==> src/rtl/decoder_scan_ctrl.sv <==
// Scan sequencer for a 2-to-4 decoder: walks the enabled select slots in
// ascending order with a programmable dwell and optional blanking gap.
module decoder_scan_ctrl #(
  parameter int DWELL = 8,
  parameter int BLANK = 1,
  parameter int CW    = 8
) (
  input  logic       clk,
  input  logic       rst,
  input  logic       start,
  input  logic       stop,
  input  logic       mode,
  input  logic [3:0] mask,
  output logic       s1,
  output logic       s0,
  output logic       en,
  output logic       busy,
  output logic       done,
  output logic [1:0] dbg_state
);

  typedef enum logic [1:0] {
    ST_IDLE  = 2'd0,
    ST_SHOW  = 2'd1,
    ST_BLANK = 2'd2
  } state_t;

  localparam logic [CW-1:0] DWELL_LAST = CW'(DWELL - 1);
  localparam logic [CW-1:0] BLANK_LAST = CW'((BLANK == 0) ? 0 : BLANK - 1);
  localparam bit            HAS_BLANK  = (BLANK > 0);

  state_t        r_state, w_nxt_state;
  logic [1:0]    r_slot, w_nxt_slot;
  logic [1:0]    r_pend, w_nxt_pend;
  logic [CW-1:0] r_cnt, w_nxt_cnt;
  logic [3:0]    r_mask_q, w_nxt_mask;
  logic          r_mode_q, w_nxt_mode;
  logic          w_nxt_done;
  logic          r_en, r_busy, r_done;
  logic [1:0]    r_sel;
  logic [2:0]    w_lowest;
  logic [2:0]    w_next;

  // Both helpers return {found, index}.
  function automatic logic [2:0] lowest_set(input logic [3:0] m);
    lowest_set = 3'b000;
    for (int i = 3; i >= 0; i--)
      if (m[i]) lowest_set = {1'b1, 2'(i)};
  endfunction

  function automatic logic [2:0] next_above(input logic [3:0] m, input logic [1:0] s);
    next_above = 3'b000;
    for (int i = 3; i >= 0; i--)
      if (m[i] && (i > int'(s))) next_above = {1'b1, 2'(i)};
  endfunction

  assign w_lowest = lowest_set(mask);
  assign w_next   = next_above(r_mask_q, r_slot);

  always_comb begin
    w_nxt_state = r_state;
    w_nxt_slot  = r_slot;
    w_nxt_pend  = r_pend;
    w_nxt_cnt   = r_cnt;
    w_nxt_mask  = r_mask_q;
    w_nxt_mode  = r_mode_q;
    w_nxt_done  = 1'b0;
    case (r_state)
      ST_IDLE: begin
        if (start && !stop && (mask != 4'b0000)) begin
          w_nxt_state = ST_SHOW;
          w_nxt_mask  = mask;
          w_nxt_mode  = mode;
          w_nxt_slot  = w_lowest[1:0];
          w_nxt_cnt   = '0;
        end
      end
      ST_SHOW: begin
        if (stop) begin
          w_nxt_state = ST_IDLE;
          w_nxt_slot  = 2'd0;
          w_nxt_cnt   = '0;
        end else if (r_cnt == DWELL_LAST) begin
          w_nxt_cnt = '0;
          if (w_next[2]) begin
            if (HAS_BLANK) begin
              w_nxt_state = ST_BLANK;
              w_nxt_pend  = w_next[1:0];
            end else begin
              w_nxt_slot = w_next[1:0];
            end
          end else begin
            // End of sweep: continuous mode re-reads the live mask here.
            w_nxt_done = 1'b1;
            if (r_mode_q) w_nxt_mask = mask;
            if (!r_mode_q || (mask == 4'b0000)) begin
              w_nxt_state = ST_IDLE;
              w_nxt_slot  = 2'd0;
            end else if (HAS_BLANK) begin
              w_nxt_state = ST_BLANK;
              w_nxt_pend  = w_lowest[1:0];
            end else begin
              w_nxt_slot = w_lowest[1:0];
            end
          end
        end else begin
          w_nxt_cnt = r_cnt + CW'(1);
        end
      end
      ST_BLANK: begin
        if (stop) begin
          w_nxt_state = ST_IDLE;
          w_nxt_slot  = 2'd0;
          w_nxt_cnt   = '0;
        end else if (r_cnt == BLANK_LAST) begin
          w_nxt_state = ST_SHOW;
          w_nxt_slot  = r_pend;
          w_nxt_cnt   = '0;
        end else begin
          w_nxt_cnt = r_cnt + CW'(1);
        end
      end
      default: begin
        w_nxt_state = ST_IDLE;
        w_nxt_slot  = 2'd0;
        w_nxt_cnt   = '0;
      end
    endcase
  end

  // Outputs are registered from the next-state values so they change with the state.
  always_ff @(posedge clk) begin
    if (rst) begin
      r_state  <= ST_IDLE;
      r_slot   <= 2'd0;
      r_pend   <= 2'd0;
      r_cnt    <= '0;
      r_mask_q <= 4'b0000;
      r_mode_q <= 1'b0;
      r_en     <= 1'b0;
      r_busy   <= 1'b0;
      r_done   <= 1'b0;
      r_sel    <= 2'd0;
    end else begin
      r_state  <= w_nxt_state;
      r_slot   <= w_nxt_slot;
      r_pend   <= w_nxt_pend;
      r_cnt    <= w_nxt_cnt;
      r_mask_q <= w_nxt_mask;
      r_mode_q <= w_nxt_mode;
      r_en     <= (w_nxt_state == ST_SHOW);
      r_busy   <= (w_nxt_state != ST_IDLE);
      r_done   <= w_nxt_done;
      r_sel    <= w_nxt_slot;
    end
  end

  assign s1        = r_sel[1];
  assign s0        = r_sel[0];
  assign en        = r_en;
  assign busy      = r_busy;
  assign done      = r_done;
  assign dbg_state = r_state;

endmodule

==> config.mk <==
export PLATFORM = sky130hd
export DESIGN_NAME = decoder_scan_ctrl
export DESIGN_NICKNAME = d
export VERILOG_FILES = /design/src/rtl/decoder_scan_ctrl.sv
export SDC_FILE = /design/constraint.sdc
export NUM_CORES = 1
export LEC_CHECK = 0
export ABC_CLOCK_PERIOD_IN_PS = 2500
export CAP_MARGIN = 20
export CORE_AREA = 4 4 54 56
export CTS_CLUSTER_SIZE = 40
export DETAILED_ROUTE_END_ITERATION = 10
export DIE_AREA = 0 0 58 60
export PLACE_DENSITY = 0.83
export SLEW_MARGIN = 30
export SYNTH_ARGS = -nofsm -noshare
export SYNTH_HDL_FRONTEND = slang
export SYNTH_SLANG_ARGS = --single-unit
==> constraint.sdc <==
create_clock -name clk -period 2.5 [get_ports clk]
set_input_delay 0.5 -clock clk [delete_from_list [all_inputs] [get_ports clk]]
set_output_delay 0.5 -clock clk [all_outputs]
set_load 0.02 [all_outputs]
==> summary.md <==
| Metric | Value |
|---|---|
| Die Span Y | `60 um` |
| Die W | `58 um` |
| Relative slew slack | `68.0%` |
| Crit-path leading delay family | `simple AND/OR/NAND/NOR gates` |
| CTS tree | `built` |
| First-pass GRT wire length | `4.72 mm` |
| Final core utilization | `61.4%` |
| Postcts setup bufs | `0` |
| CP Launch Type | `primary input` |
| Footprint of the multi-input gates | `813 um^2` |
| Syn Area/Cell | `8.51 um^2` |
| Vias in the first global route | `1105` |
| Initial antenna violation count | `0` |
| Simple-gate share of the synthesized area | `28.1%` |
| DP Area | `1470 um^2` |
| Port Buffers | `15` |
| Final Setup Violations | `0` |
| Core ar. | `2430 um^2` |
| Clock Sinks | `21` |
| Largest net degree at the start of global routing | `19` |
| Cts repair resizes | `0` |
| Pleak | `0.551 nW` |
| Total GRT Usage | `17.3%` |
| Crit-path cells | `clkdlybuf4s50_1, nor4_4, nor2b_1, or3_1, a32oi_2, nor4b_4` |
| Pre-CTS setup slack | `48.5 ps` |
| Tcrit/Tclk final | `85.3%` |
| Flop pwr share | `54.8%` |
| Full die area | `3480 um^2` |
| Worst-margin pin slew | `476 ps` |
| Reg area | `420 um^2` |
| CTS Hold Bufs | `0` |
| NetSw | `181 uW` |
| # H-tree levels | `1` |
| Seq cells post-synth | `21` |
| Number of max-cap violations | `0` |
| Period minus WS final | `2130 ps` |
| Status | `complete, no violations` |
| Post-Syn Area | `1280 um^2` |
| Synth Area in Adders | `5.88%` |
| Clk buf depth | `2` |
| CP max stage delay | `510 ps` |
| Most frequent cells in the layout | `dfxtp_1 (21), nand2_1 (15), clkdlybuf4s50_1 (15)` |
| Final WS setup | `367 ps` |
| Nets | `184` |
| Gate Count Post-Synth | `150` |
| CTS Buf Count | `3` |
| Register clock-pin slew on the reported worst setup and hold paths | `100 ps` |
| Final Hold Vio Count | `0` |
| Pwr per Cell Area | `437 nW/um^2` |
| Largest family of logic cells by synthesized area | `simple AND/OR/NAND/NOR gates` |
| Internal power | `472 uW` |
| Post-synth top flop | `dfxtp_1` |
| Vias per inst | `5.86` |
| Combinational power share | `21.1%` |
| Synthesis Warnings | `0` |
| Routability congestion estimate | `0.889` |
| Fmax | `0.469 GHz` |
| WL/cell | `13.8 um` |
| CP arrival | `2350 ps` |
| Commonest non-fill, non-tap cell in the layout | `dfxtp_1` |
| Syn_nets | `165` |
| Starting DRT DRC Count | `34` |
| Synth async-reset ratio | `0%` |
| Initial core utilization | `52.5%` |
| Clock Latency Late Sink | `300 ps` |
| Layout cells sized above 1 | `9.52%` |
| Critical path buffer and inverter count | `1` |
| CTS root buf | `clkbuf_4` |
| Setup TNS | `0 ps` |
| Final HPWL DP | `2.16 mm` |
| Hold Path Class | `reg2reg` |
| Number of diodes | `0` |
| Final ANT Viol Nets | `0` |
| Syn-to-layout area delta | `17.0%` |
| Distinct cells, synth | `45` |
| Sequential element share of the synthesized area | `32.9%` |
| Wirelength, routed | `2.74 mm` |
| Post-synthesis mux area share | `3.92%` |
| Crit path required time | `2720 ps` |
| Critical Path Fanout Max | `4` |
| Clock share of power | `24.1%` |
| CP endpoint kind | `flop` |
| Fin. max-slew vios | `0` |
| Fin Clk Skew | `6.19 ps` |
| Remaining global-route overflow | `0` |
| Compound-Gate Fraction of Synth Area | `25.8%` |
| # rows | `18` |
| Residual DRC | `0` |
| IO Count | `16` |
| Fillcell total | `222` |
| Slowest CP cell | `clkdlybuf4s50_1` |
| Via count | `1161` |
| DR pass1 iterations | `4` |
| Crit Path Class | `in2reg` |
| Post-route cell area | `1490 um^2` |
| EDFF count, synth | `0` |
| RSZ-0062 raised after global routing | `false` |
| Maximum VDD drop | `0.000421 V` |
| XOR/XNOR Fraction of Synth Area | `0%` |
| Switching share of total power | `27.7%` |
## cell type report
class / instances / share of cell area, %
multi-input combinational: 118 / 54.5
sequential: 21 / 28.2
timing repair buffer: 17 / 11.1
tap: 30 / 2.51
inverter: 8 / 2.01
clock buffer: 4 / 1.76
## worst register-to-register path, cell delays in order (launching register included)
cell	delay, ps
dfxtp_1	370
inv_1	120
ha_1	260
and2b_1	280
nand4_1	140
a221oi_2	440
mux2i_1	260
nor2_1	60
## cells by family (layout without fill, tap and decap cells)
family,Yosys count,after routing
simple gates,63,63
mux,5,5
buf+inv,11,29
flops,21,21
fa+ha+maj,6,6
compound gates,44,44
## sequential cells by signal, indices dropped and copies added, names as in the netlist
name / flops
r_cnt: 8
done: 1
r_mode_q: 1
r_mask_q: 3
r_pend: 2
en: 1
r_sel: 2
dbg_state: 2
busy: 1
## power groups by stage
stage / combinational [mW] / sequential (mW) / clock (mW)
floorplan: 0.0802 / 0.370 / 0
global placement: 0.134 / 0.364 / 0
detailed placement: 0.138 / 0.365 / 0
CTS: 0.139 / 0.358 / 0.168
global route: 0.152 / 0.360 / 0.180
finish: 0.138 / 0.358 / 0.157
## Yosys cell counts, types with 2 or more instances
cell      count  share of area [%]
dfxtp_1      21                 33
clkbuf_1      2               0.59
o21a_1        2                1.2
a21oi_1      12                4.7
a31oi_1       2               0.98
ha_1          6                5.9
and2_1        2               0.98
inv_1         8                2.4
nor2_1       13                3.8
nor3_1        7                2.7
a211oi_1      3                1.8
or3_1         3                1.5
o21ai_0       7                2.7
o21ai_1       2               0.78
a21bo_1       2                1.6
mux2i_1       5                3.9
nand3_1       3                1.2
nand2_1      15                4.4
nand2b_1      4                2.0
nor2b_1       6                2.9
## routing by layer
layer / global-route usage, % / up-vias / part of all wire (%) / wire length [um]
li1: - / 580 / - / -
met1: 20.4 / 546 / 44 / 1200
met2: 29.0 / 25 / 48 / 1320
met3: 3.67 / 10 / 4.5 / 124
met4: 9.60 / 0 / 3.5 / 95
met5: 0 / - / 0 / 0
## per-stage QoR
| step | hold slack [ps] | cells | total power, mW |
|---|---|---|---|
| floorplan | 451 | 150 | 0.451 |
| global placement | 487 | 194 | 0.498 |
| detailed placement | 487 | 194 | 0.503 |
| CTS | 517 | 198 | 0.664 |
| global route | 549 | 198 | 0.691 |
| finish | 509 | 198 | 0.653 |
## final timing paths
path	cells past startpoint	from	end	slack (ps)
hold reg to reg	2	r_pend[1]$_SDFFE_PP0P_	r_pend[1]$_SDFFE_PP0P_	510
hold / removal	2	r_pend[1]$_SDFFE_PP0P_	r_pend[1]$_SDFFE_PP0P_	510
setup reg to reg	7	dbg_state[1]$_SDFF_PP0_	r_mask_q[1]$_SDFFE_PP0P_	480
setup / recovery	6	mask[3]	en$_SDFF_PP0_	370
Note: power is estimated with default switching activity, not from simulation.
